--- config.mk ---
export PLATFORM = sky130hd
export DESIGN_NAME = spec_accumulator
export DESIGN_NICKNAME = d
export VERILOG_FILES = /design/src/rtl/spec_accumulator.sv
export SDC_FILE = /design/constraint.sdc
export NUM_CORES = 1
export LEC_CHECK = 0
export CORE_MARGIN = 10
export CORE_UTILIZATION = 34
export CTS_BUF_LIST = sky130_fd_sc_hd__clkbuf_8
export DETAILED_ROUTE_END_ITERATION = 12
export GPL_TIMING_DRIVEN = 1
export PLACE_DENSITY_LB_ADDON = 0.15
export SYNTH_ARGS = -nofsm -noshare
export SYNTH_HDL_FRONTEND = slang
export SYNTH_SLANG_ARGS = --single-unit
--- constraint.sdc ---
create_clock -name clk -period 14.51 [get_ports clk]
set_clock_uncertainty 0.15 [all_clocks]
set_input_delay 2.902 -clock clk [delete_from_list [all_inputs] [get_ports clk]]
set_output_delay 2.902 -clock clk [all_outputs]
set_load 0.03 [all_outputs]
--- src/rtl/spec_accumulator.sv ---
// Range-bin spectrum integrator: sums per-bin magnitudes over NUM_FRAMES frames
// in a local RAM, streams the integrated bins out, then pulses spec_acc_done.
module spec_accumulator #(
   parameter int NUM_BINS   = 32,
   parameter int BIN_W      = 5,
   parameter int DATA_W     = 16,
   parameter int ACC_W      = 24,
   parameter int NUM_FRAMES = 16
) (
   input  logic              clk,
   input  logic              rst,
   input  logic              mag_valid,
   input  logic [DATA_W-1:0] mag_in,
   input  logic [BIN_W-1:0]  bin_idx,
   output logic              in_ready,
   output logic              out_valid,
   input  logic              out_ready,
   output logic [BIN_W-1:0]  out_bin,
   output logic [ACC_W-1:0]  out_data,
   output logic              spec_acc_done,
   output logic [7:0]        frame_cnt
);
   // RAM spans the full index range so every bin_idx value is a legal address.
   localparam int               DEPTH    = 1 << BIN_W;
   localparam logic [BIN_W:0]   BINS_L   = (BIN_W+1)'(NUM_BINS);
   localparam logic [BIN_W:0]   CNT_ONE  = (BIN_W+1)'(1);
   localparam logic [BIN_W-1:0] LAST_BIN = BIN_W'(NUM_BINS - 1);
   localparam logic [7:0]       FRAMES_L = 8'(NUM_FRAMES);

   typedef enum logic [2:0] {
      CLEAR   = 3'd0,
      ACCUM   = 3'd1,
      DRAIN   = 3'd2,
      READOUT = 3'd3,
      DONE    = 3'd4
   } state_t;

   function automatic logic [ACC_W-1:0] sat_add(input logic [ACC_W-1:0] acc,
                                                 input logic [DATA_W-1:0] mag);
      logic [ACC_W:0] sum;
      sum = {1'b0, acc} + (ACC_W+1)'(mag);
      if (sum[ACC_W]) begin
         sat_add = {ACC_W{1'b1}};
      end else begin
         sat_add = sum[ACC_W-1:0];
      end
   endfunction

   logic [ACC_W-1:0]  mem_q [DEPTH];

   state_t            state_q, state_d;
   logic [BIN_W:0]    cnt_q, cnt_d;
   logic [7:0]        frame_cnt_q, frame_cnt_d;
   logic              in_ready_q, in_ready_d;
   logic              out_valid_q, out_valid_d;
   logic [BIN_W-1:0]  out_bin_q, out_bin_d;
   logic [ACC_W-1:0]  out_data_q, out_data_d;
   logic              done_q, done_d;

   logic              s1_valid_q, s1_valid_d;
   logic [BIN_W-1:0]  s1_bin_q, s1_bin_d;
   logic [DATA_W-1:0] s1_mag_q, s1_mag_d;
   logic              s2_valid_q, s2_valid_d;
   logic [BIN_W-1:0]  s2_bin_q, s2_bin_d;
   logic [ACC_W-1:0]  s2_sum_q, s2_sum_d;

   logic              accept;
   logic              in_range;
   logic [ACC_W-1:0]  operand;
   logic              mem_we;
   logic [BIN_W-1:0]  mem_waddr;
   logic [ACC_W-1:0]  mem_wdata;

   // Read-modify-write datapath; stage 2 has not written yet, so forward it.
   always_comb begin
      accept     = in_ready_q & mag_valid;
      in_range   = ({1'b0, bin_idx} < BINS_L);
      s1_valid_d = accept & in_range;
      s1_bin_d   = bin_idx;
      s1_mag_d   = mag_in;
      if (s2_valid_q && (s2_bin_q == s1_bin_q)) begin
         operand = s2_sum_q;
      end else begin
         operand = mem_q[s1_bin_q];
      end
      s2_valid_d = s1_valid_q;
      s2_bin_d   = s1_bin_q;
      s2_sum_d   = sat_add(operand, s1_mag_q);
   end

   // Control FSM, readout sequencing and the single RAM write port mux.
   always_comb begin
      state_d     = state_q;
      cnt_d       = cnt_q;
      frame_cnt_d = frame_cnt_q;
      out_valid_d = out_valid_q;
      out_bin_d   = out_bin_q;
      out_data_d  = out_data_q;
      mem_we      = 1'b0;
      mem_waddr   = s2_bin_q;
      mem_wdata   = s2_sum_q;
      case (state_q)
         CLEAR: begin
            mem_we    = 1'b1;
            mem_waddr = cnt_q[BIN_W-1:0];
            mem_wdata = {ACC_W{1'b0}};
            if (cnt_q == (BINS_L - CNT_ONE)) begin
               state_d = ACCUM;
               cnt_d   = {(BIN_W+1){1'b0}};
            end else begin
               cnt_d = cnt_q + CNT_ONE;
            end
         end
         ACCUM: begin
            mem_we = s2_valid_q;
            if (accept && in_range && (bin_idx == LAST_BIN)) begin
               frame_cnt_d = frame_cnt_q + 8'd1;
               if ((frame_cnt_q + 8'd1) == FRAMES_L) begin
                  state_d = DRAIN;
               end else begin
                  state_d = ACCUM;
               end
            end else begin
               frame_cnt_d = frame_cnt_q;
            end
         end
         DRAIN: begin
            // Stage 2 writes this cycle, so the RAM is settled by READOUT entry.
            mem_we = s2_valid_q;
            if (!s1_valid_q) begin
               state_d = READOUT;
               cnt_d   = {(BIN_W+1){1'b0}};
            end else begin
               state_d = DRAIN;
            end
         end
         READOUT: begin
            if (out_valid_q && out_ready) begin
               mem_we    = 1'b1;
               mem_waddr = out_bin_q;
               mem_wdata = {ACC_W{1'b0}};
            end else begin
               mem_we = 1'b0;
            end
            if (!out_valid_q || out_ready) begin
               if (cnt_q < BINS_L) begin
                  out_valid_d = 1'b1;
                  out_bin_d   = cnt_q[BIN_W-1:0];
                  out_data_d  = mem_q[cnt_q[BIN_W-1:0]];
                  cnt_d       = cnt_q + CNT_ONE;
               end else begin
                  out_valid_d = 1'b0;
                  state_d     = DONE;
                  frame_cnt_d = 8'd0;
               end
            end else begin
               out_valid_d = out_valid_q;
            end
         end
         DONE: begin
            state_d     = ACCUM;
            frame_cnt_d = 8'd0;
         end
         default: begin
            state_d = CLEAR;
            cnt_d   = {(BIN_W+1){1'b0}};
         end
      endcase
      in_ready_d = (state_d == ACCUM);
      done_d     = (state_d == DONE);
   end

   // Control and output registers.
   always_ff @(posedge clk or posedge rst) begin
      if (rst) begin
         state_q     <= CLEAR;
         cnt_q       <= {(BIN_W+1){1'b0}};
         frame_cnt_q <= 8'd0;
         in_ready_q  <= 1'b0;
         out_valid_q <= 1'b0;
         out_bin_q   <= {BIN_W{1'b0}};
         out_data_q  <= {ACC_W{1'b0}};
         done_q      <= 1'b0;
      end else begin
         state_q     <= state_d;
         cnt_q       <= cnt_d;
         frame_cnt_q <= frame_cnt_d;
         in_ready_q  <= in_ready_d;
         out_valid_q <= out_valid_d;
         out_bin_q   <= out_bin_d;
         out_data_q  <= out_data_d;
         done_q      <= done_d;
      end
   end

   // Read-modify-write pipeline registers.
   always_ff @(posedge clk or posedge rst) begin
      if (rst) begin
         s1_valid_q <= 1'b0;
         s1_bin_q   <= {BIN_W{1'b0}};
         s1_mag_q   <= {DATA_W{1'b0}};
         s2_valid_q <= 1'b0;
         s2_bin_q   <= {BIN_W{1'b0}};
         s2_sum_q   <= {ACC_W{1'b0}};
      end else begin
         s1_valid_q <= s1_valid_d;
         s1_bin_q   <= s1_bin_d;
         s1_mag_q   <= s1_mag_d;
         s2_valid_q <= s2_valid_d;
         s2_bin_q   <= s2_bin_d;
         s2_sum_q   <= s2_sum_d;
      end
   end

   // Accumulation RAM; contents are initialised by the CLEAR state, not reset.
   always_ff @(posedge clk) begin
      if (mem_we) begin
         mem_q[mem_waddr] <= mem_wdata;
      end
   end

   assign in_ready      = in_ready_q;
   assign out_valid     = out_valid_q;
   assign out_bin       = out_bin_q;
   assign out_data      = out_data_q;
   assign spec_acc_done = done_q;
   assign frame_cnt     = frame_cnt_q;

endmodule

==> results of run 1 <==
==> cell type report <==
cell class / count / area share
antenna: 7 / 0.000378
clock buffer: 167 / 0.0497
clock inverter: 113 / 0.0128
inverter: 14 / 0.00119
multi-input combinational: 1336 / 0.316
sequential: 869 / 0.553
tap: 1600 / 0.0432
timing repair buffer: 118 / 0.0231
==> per-layer routing <==
metal,share of wire,up-vias,routed length [um]
met2,0.45,1113,58500
li1,-,10100,-
met5,0.000099,-,13
met3,0.092,215,12000
met1,0.44,12900,57600
met4,0.023,2,3070
==> power by group <==
group / switching (W) / total [W] / leakage, nW / internal [W]
Sequential: 0.0000478 / 0.00305 / 8.12 / 0.00301
Combinational: 0.000464 / 0.000645 / 4.78 / 0.000182
Clock: 0.00105 / 0.00217 / 1.68 / 0.00112
==> worst max-delay path: cells and delay by family (launching register included) <==
kind	cells	cell delay, ns
buffers and inverters	2	1.53
adders and majority gates	1	0.38
muxes	3	1.26
and+or+nand+nor	2	1.07
DFF	1	0.93
AOI/OAI and AO/OA	5	1.84
==> placed cells by master, fill, tap and decap left out, drive strengths merged, types with 4 or more instances in the layout <==
| cell | instances |
|---|---|
| edfxtp | 768 |
| mux4 | 324 |
| o21ai | 186 |
| clkbuf | 167 |
| mux2i | 165 |
| nand2 | 127 |
| dfrtp | 101 |
| inv | 78 |
| a21oi | 66 |
| mux2 | 66 |
| clkdlybuf4s50 | 64 |
| nor2 | 63 |
| a22oi | 57 |
| buf | 54 |
| a221oi | 51 |
| nand3 | 39 |
| clkinv | 39 |
| and2 | 28 |
| ha | 18 |
| nor2b | 15 |
| xnor2 | 15 |
| nor3 | 11 |
| xor2 | 10 |
| nand2b | 9 |
| diode | 7 |
| and3 | 7 |
| o22ai | 7 |
| clkinvlp | 7 |
| nand4 | 7 |
| a31oi | 6 |
| a211oi | 6 |
| a21o | 6 |
| o31ai | 5 |
| a22o | 4 |
| or2 | 4 |
==> worst max-delay path by stage <==
stage | start | end | slack [ns]
after floorplan | rst | cnt_q[0] | 8.81
after detailed placement | s1_bin_q[1] | s2_sum_q[0] | 7.08
final | s1_bin_q[1] | s2_sum_q[0] | 7.09
after CTS | s1_bin_q[1] | s2_sum_q[1] | 7.07
after global placement | s1_bin_q[1] | s2_sum_q[3] | 7.13
after global routing | s1_bin_q[1] | s2_sum_q[0] | 6.74
==> cells in the mapped netlist (all sizes together) (18+ instances only) <==
library cell and number:
a21oi 66, a221oi 51, a22oi 57, and2 28, buf 64, clkbuf 103, dfrtp 101, edfxtp 768
ha 18, mux2 66, mux2i 165, mux4 324, nand2 127, nand3 39, nor2 63, o21ai 186
==> through the flow <==
| step | worst slack [ns] | hold WS, ns | utilization | area (sq um) | instances |
|---|---|---|---|---|---|
| after floorplan | 8.81 | 0.199 | - | 40800 | 2386 |
| after global placement | 7.13 | 0.254 | 0.366 | 43400 | 3937 |
| after detailed placement | 7.08 | 0.257 | 0.366 | 43400 | 3937 |
| after CTS | 7.07 | 0.274 | 0.390 | 46300 | 4217 |
| after global routing | 6.74 | 0.272 | 0.390 | 46300 | 4218 |
| final | 7.09 | 0.269 | 0.390 | 46300 | 4224 |
==> flip-flops by register name (all words and copies together) (netlist names) <==
register	count
mem_q	768
out_data	24
s2_sum_q	24
s1_mag_q	16
frame_cnt	8
cnt_q	6
out_bin	5
s1_bin_q	5
s2_bin_q	5
state_q	3
in_ready	1
out_valid	1
s1_valid_q	1
s2_valid_q	1
spec_acc_done	1
==> kinds of logic (layout without fill, tap and decap cells) <==
group,Yosys count,in the layout
buffers and inverters,181,412
flip-flops,869,869
AND/OR/NAND/NOR,325,325
AO/OA/AOI/OAI,411,411
multiplexers,555,555
adder cells (fa/ha/maj),20,20
XOR/XNOR,25,25
other,0,7
==> results.toml, run 1 <==
[worst_setup_path]
crit_arrival_ns = 8.01
path_max_fanout = 53
slowest_delay_ns = 0.93
worstSetupStartpointType = "flop"
path_cells = "buf_4, buf_4, mux4_2, mux4_2, mux2i_1, o21ai_0, ha_1, a21oi_1, o21ai_0, a41oi_1, o21ai_0, nand3_2, nand2b_1"
reg2reg_slack_ns = 7.09
crit_path_end_kind = "flop"
cp_slowest_cell = "dfrtp_4"
worstReg2RegStart = "s1_bin_q[1]"
worstSetupPathType = "reg -> reg"
rr_endpoint = "s2_sum_q[0]"
cpMostUsedCell = "o21ai_0"
ff2ff_path_depth = 13
worstPathRequired_ns = 15.10

[power_and_ir_drop]
p_per_area_mw_per_mm2 = 127
power.leakage_nw = 14.6
power_w = 0.00586
peakVddDrop_v = 0.0000854

[synth]
synth_top_area_share = 0.566
ys_ff_latch = 869
syn-num-nets = 2430
synth_fa_ha_area_frac = 0.00626
synthMuxAreaShare = 0.239
synth_edf_count = 768
ys_seq_area_frac = 0.628
ys_async_sr_fraction = 0.116
syn_area_sq_mm = 0.0408
ys_top_cells_by_area = "edfxtp_1 57%, mux4_2 17%, dfrtp_1 6.2%, mux2i_1 4.1%, o21ai_0 2.3%"
netlist_instances = 2386
synthSimpleGateAreaFrac = 0.0385
synth_xor_area_frac = 0.00602
yosys_warnings = 0
synth_compound_area_frac = 0.0622
synth_area_per_cell_sq_um = 17.1
ys_types = 69
synth_top_family_by_area = "multiplexers"
ys.flop_type = "edfxtp_1"
synth_area_leader_cell = "edfxtp_1"

[clock_tree]
clockRootBuffer = "clkbuf_8"
postCtsHoldBufs = 0
clk_latency_ns = 0.85
post_cts_buffers = 0
clockBufferDepth = 3
cts_tree = "yes"
cts.sinks = 869
clk_pin_slew_ns = 0.06
h-tree-depth = 4
cts_inserted_buffers = 155
cts.repair.resized = 0

[floorplanning]
die_w_um = 366
die_area_sq_mm = 0.134
start_util = 0.344
die_h_um = 366
fp-row-count = 126
core-area_sq_mm = 0.119
io_pins = 65

[sta]
hold_violations = 0
min_period_over_period = 0.511
slew-limit-headroom = 0.0542
slew_violations = 0
max_slew.worst_pin.slew_ns = 1.42
finalSetupViolCount = 0
rsz0062_at_grt = "no"
fmax_mhz = 135
min_period_ns = 7.42
setup_tns_ns = 0

[grt]
grt_util_met1 = 0.270
grt_pass1_wl_um = 187000
grt_util_met2 = 0.286
grt_usage = 0.192
grtUsageMet3 = 0.0564
grt_pass1_vias = 25100
grt_max_degree = 93
overflow = 0
busiest_layer = "met2"
antenna_found_initial = 8

[final_layout]
area.sequential_sq_mm = 0.0256
fill_cells = 10900
multiInputGateArea_sq_mm = 0.0146
drive_gt1_frac = 0.269
synthToLayoutAreaGrowth_pct = 13.5
nets = 2538

[drt]
vias = 24400
avgViaCountPerCell = 5.76
routedWlPerCell_um = 31.1
drc_errors = 0
drt-total-wl_um = 131000
dr.pass1.iters = 8
drt_iter0_drc = 2370
drtAntennaViolNets = 0

[hold_path]
holdCritPathClass = "reg -> reg"
hold_path_startpoint = "s1_valid_q"
hold-path-cell-count = 0
whs_endpoint = "s2_valid_q"

[place]
gp_congestion = 0.835
io_buffer_count = 64
post-dp-hpwl_um = 78400

[outcome]
status = "complete, no violations"

[run]
maxCapViolations = 0
(Power assumes the default switching activity.)
==> run 2, diff against run 1 <==
==> constraint.sdc (replaced) <==
create_clock -name clk -period 7.8 [get_ports clk]
set_clock_uncertainty 0.15 [all_clocks]
set_input_delay 1.56 -clock clk [delete_from_list [all_inputs] [get_ports clk]]
set_output_delay 1.56 -clock clk [all_outputs]
set_load 0.03 [all_outputs]
==> results.toml, run 2 (synthesized netlist as in run 1, its figures left out) <==
[floorplanning]
io_pins = 65
start_util = 0.344
die_area_sq_mm = 0.134
core-area_sq_mm = 0.119
die_h_um = 366
fp-row-count = 126
die_w_um = 366

[power_and_ir_drop]
netSwitchingFraction = 0.260
pwr-share-comb = 0.103
seqPwrFrac = 0.515
power_w = 0.0110
peakVddDrop_v = 0.000123
power_frac_clock = 0.382
p_int_w = 0.00815
power.leakage_nw = 14.8
p_per_area_mw_per_mm2 = 236
p_switching_w = 0.00287

[sta]
fmax_mhz = 162
hold_violations = 0
min_period_over_period = 0.790
setup_tns_ns = 0
rsz0062_at_grt = "no"
slew_violations = 0
min_period_ns = 6.16
finalSetupViolCount = 0
slew-limit-headroom = 0.0881
max_slew.worst_pin.slew_ns = 1.36

[clock_tree]
clk_latency_ns = 0.85
clockRootBuffer = "clkbuf_8"
cts_tree = "yes"
clk_pin_slew_ns = 0.06
h-tree-depth = 4
cts_inserted_buffers = 156
clockBufferDepth = 3
cts.sinks = 869
postCtsHoldBufs = 0
post_cts_buffers = 0
cts.repair.resized = 0

[final_layout]
multiInputGateArea_sq_mm = 0.0146
utilization = 0.393
synthToLayoutAreaGrowth_pct = 14.3
largest_register = "mem_q"
mostFrequentLayoutCells = "768 x edfxtp_1, 311 x mux4_2, 186 x o21ai_0, 165 x mux2i_1, 164 x clkbuf_8"
nets = 2561
fill_cells = 10900
area.sequential_sq_mm = 0.0256
fin_area_sq_mm = 0.0466
largest_register_ffs = 768
layout_commonest_cell = "edfxtp_1"
drive_gt1_frac = 0.276

[worst_setup_path]
crit_path_end_kind = "flop"
cpMostUsedCell = "o21ai_0"
path_cells = "buf_4, buf_4, mux4_2, mux4_2, mux2i_1, o21ai_0, ha_1, a21o_1, a21oi_1, o21ai_0, a41oi_1, o21ai_0, nand3_2, nand2b_1"
worstSetupStartpointType = "flop"
critPathBufInv = 2
cp_slowest_cell = "dfrtp_4"
slowest_delay_ns = 0.90
worstPathRequired_ns = 8.40
crit_arrival_ns = 6.76
path_max_fanout = 33
worstSetupPathType = "reg -> reg"
path_delay_family = "compound AO/OA/AOI/OAI gates"

[grt]
antenna_found_initial = 9
grt_usage = 0.193
overflow = 0
grt_max_degree = 103
grt_pass1_wl_um = 189000
grt_pass1_vias = 25200

[drt]
drt-total-wl_um = 132000
avgViaCountPerCell = 5.76
drtAntennaViolNets = 0
dr.pass1.iters = 5
drc_errors = 0
vias = 24500
drt_iter0_drc = 2310
routedWlPerCell_um = 31.0

[place]
post-dp-hpwl_um = 80200
io_buffer_count = 64
gp_congestion = 0.837
place_area_sq_mm = 0.0436

[hold_path]
holdCritPathClass = "reg -> reg"

[run]
maxCapViolations = 0

[outcome]
status = "complete, no violations"
## run 2: worst paths after layout
path	from	to	slack, ns	cells past startpoint
max	s1_bin_q[0]	s2_sum_q[1]	1.64	14
min	s1_valid_q	s2_valid_q	0.30	0
max reg2reg	s1_bin_q[0]	s2_sum_q[1]	1.64	14
min reg2reg	s1_valid_q	s2_valid_q	0.30	0
max in group asynchronous	rst	cnt_q[0]	4.97	3
min in group asynchronous	rst	out_data[0]	1.05	2
## run 2: area by class of cell
type | instances | area share
diodes | 2 | 0.000107
clock buffers | 164 | 0.0484
clock inverters | 125 | 0.0165
inverters | 14 | 0.00118
multi-input cells | 1336 | 0.314
flip-flops and latches | 869 | 0.550
well taps | 1600 | 0.0429
repair buffers | 140 | 0.0273
## run 2: worst register-to-register path, delay by kind of cell (launching register included)
| family | cells | cell delay (ns) |
|---|---|---|
| AO/OA/AOI/OAI | 6 | 1.65 |
| multiplexers | 3 | 1.24 |
| AND/OR/NAND/NOR | 2 | 0.95 |
| flip-flops | 1 | 0.90 |
| buffers and inverters | 2 | 0.81 |
| adder cells (fa/ha/maj) | 1 | 0.37 |
## run 2: power by group through the flow
stage,Sequential [W],Clock [W],Combinational (W)
2_1_floorplan,0.00573,0,0.000659
3_3_place_gp,0.00577,0,0.00111
3_5_place_dp,0.00577,0,0.00114
4_1_cts,0.00568,0.00431,0.00114
5_1_grt,0.00569,0.00453,0.00123
6_report,0.00568,0.00420,0.00114
## run 2: through the flow
step           setup WS (ns)  hold WS (ns)  instances
2_1_floorplan           2.59         0.199       2386
3_5_place_dp            1.63         0.259       3959
5_1_grt                 1.19         0.319       4249
6_report                1.64         0.302       4250
4_1_cts                 1.58         0.295       4248
3_3_place_gp            1.67         0.286       3959
## run 2: routing by layer
layer,vias up,part of all wire,routed length [um],GRT usage
met3,207,0.059,7740,0.0337
met4,4,0.028,3640,0.0624
li1,10100,-,-,-
met2,934,0.48,62700,0.308
met1,13200,0.44,57800,0.266
met5,-,0.00025,33,0
==> run 3, diff against run 2 <==
==> constraint.sdc (replaced) <==
create_clock -name clk -period 6.2 [get_ports clk]
set_clock_uncertainty 0.15 [all_clocks]
set_input_delay 1.24 -clock clk [delete_from_list [all_inputs] [get_ports clk]]
set_output_delay 1.24 -clock clk [all_outputs]
set_load 0.03 [all_outputs]
==> results.toml, run 3 (synthesized netlist as in run 1, its figures left out) <==
[sta]
finalSetupViolCount = 0
setup_tns_ns = 0
rsz0062_at_grt = "no"
fmax_mhz = 177
min_period_over_period = 0.912
worst_slack_ns = 0.548
min_period_ns = 5.65
holdWs_ns = 0.300
max_slew.worst_pin.slew_ns = 1.28
hold_violations = 0
slew_violations = 0
slew-limit-headroom = 0.149

[floorplanning]
die_area_sq_mm = 0.134
fp-row-count = 126
io_pins = 65
die_h_um = 366
start_util = 0.344
die_w_um = 366
core-area_sq_mm = 0.119

[grt]
grt_pass1_vias = 25500
grt_max_degree = 66
antenna_found_initial = 5
grt_usage = 0.202
overflow = 0
grt_pass1_wl_um = 196000

[drt]
drt-total-wl_um = 138000
routedWlPerCell_um = 32.2
drtAntennaViolNets = 0
drt_iter0_drc = 2590
vias = 25000
drc_errors = 0
dr.pass1.iters = 6
avgViaCountPerCell = 5.84

[power_and_ir_drop]
seqPwrFrac = 0.523
p_switching_w = 0.00351
peakVddDrop_v = 0.000164
pwr-share-comb = 0.097
netSwitchingFraction = 0.257
power_frac_clock = 0.380
power.leakage_nw = 15.0
p_int_w = 0.0102
p_per_area_mw_per_mm2 = 291
power_w = 0.0137

[worst_setup_path]
path_max_fanout = 34
crit_arrival_ns = 6.19
worstSetupPathType = "reg -> reg"
crit_path_end_kind = "flop"
worstSetupStartpointType = "flop"
worstPathRequired_ns = 6.74

[place]
dp_slack_ns = 0.527
io_buffer_count = 64
post-dp-hpwl_um = 81300
place_area_sq_mm = 0.0440
gp_congestion = 0.819

[clock_tree]
clockBufferDepth = 3
cts_tree = "yes"
postCtsHoldBufs = 0
cts_inserted_buffers = 153
clockRootBuffer = "clkbuf_8"
cts.sinks = 869
post_cts_buffers = 0
h-tree-depth = 4
clk_latency_ns = 0.85
clk_pin_slew_ns = 0.06
cts.repair.resized = 0

[final_layout]
largest_register = "mem_q"
synthToLayoutAreaGrowth_pct = 15.2
nets = 2604
layout_commonest_cell = "edfxtp_1"
mostFrequentLayoutCells = "768 x edfxtp_1, 311 x mux4_2, 186 x o21ai_0, 165 x mux2i_1, 162 x clkbuf_8"
fill_cells = 10900
drive_gt1_frac = 0.289
largest_register_ffs = 768
fin_area_sq_mm = 0.0470

[outcome]
status = "complete, no violations"

[hold_path]
holdCritPathClass = "reg -> reg"

[run]
maxCapViolations = 0
## run 3: cell types whose count changed in the layout (fill, tap and decap cells not counted), sizes merged
cell      previous run  this run
clkinv              59        60
inv                 67        56
clkbuf             164       162
clkinvlp             5         9
bufinv               8         7
buf                 76       122
## run 3: final cells by class
class / instances / area (sq um) / share of cell area
multi-input combinational: 1336 / 14600 / 0.311
timing repair buffer: 186 / 1710 / 0.0363
clock buffer: 162 / 2230 / 0.0475
tap: 1600 / 2000 / 0.0426
antenna: 2 / 5.00 / 0.000107
clock inverter: 118 / 731 / 0.0156
sequential: 869 / 25600 / 0.545
inverter: 14 / 55.1 / 0.00117
## run 3: per-layer routing
| layer | GRT usage | part of all wire | vias to the layer above | wire length [um] |
|---|---|---|---|---|
| li1 | - | - | 10200 | - |
| met1 | 0.282 | 0.44 | 13500 | 60100 |
| met2 | 0.313 | 0.46 | 1129 | 63500 |
| met3 | 0.0413 | 0.074 | 223 | 10200 |
| met4 | 0.0677 | 0.029 | 2 | 4020 |
| met5 | 0 | 0.000051 | - | 7 |
## run 3: final timing paths
| kind | depth (start not counted) | end | slack, ns | from |
|---|---|---|---|---|
| worst max-delay path | 13 | s2_sum_q[23] | 0.55 | s1_bin_q[0] |
| worst min-delay path | 0 | s2_valid_q | 0.30 | s1_valid_q |
| worst max register to register | 13 | s2_sum_q[23] | 0.55 | s1_bin_q[0] |
| worst min register to register | 0 | s2_valid_q | 0.30 | s1_valid_q |
| max in group asynchronous | 3 | s2_sum_q[18] | 4.04 | rst |
| min in group asynchronous | 2 | s1_mag_q[1] | 0.74 | rst |
## run 3: critical path, cell delays in order, from the launching register on
cell      delay, ns
dfrtp_4        0.92
mux4_2         0.59
mux4_2         0.50
mux2i_1        0.32
o21ai_0        0.15
ha_1           0.24
fa_1           0.44
a21o_1         0.19
a21oi_1        0.29
o21ai_0        0.22
a41oi_1        0.47
o21ai_0        0.37
nand2b_1       0.25
mux2_1         0.31
## run 3: per-stage QoR
step / utilization / std cells
5_1_grt: 0.396 / 4286
2_1_floorplan: - / 2386
6_report: 0.396 / 4287
4_1_cts: 0.396 / 4285
3_5_place_dp: 0.371 / 4005
3_3_place_gp: 0.371 / 4005
## run 3: power groups by stage
stage	Combinational, W	Sequential, W	Clock (W)
2_1_floorplan	0.000829	0.00721	0
3_3_place_gp	0.00129	0.00727	0
3_5_place_dp	0.00133	0.00727	0
4_1_cts	0.00133	0.00715	0.00533
5_1_grt	0.00144	0.00717	0.00561
6_report	0.00132	0.00716	0.00520
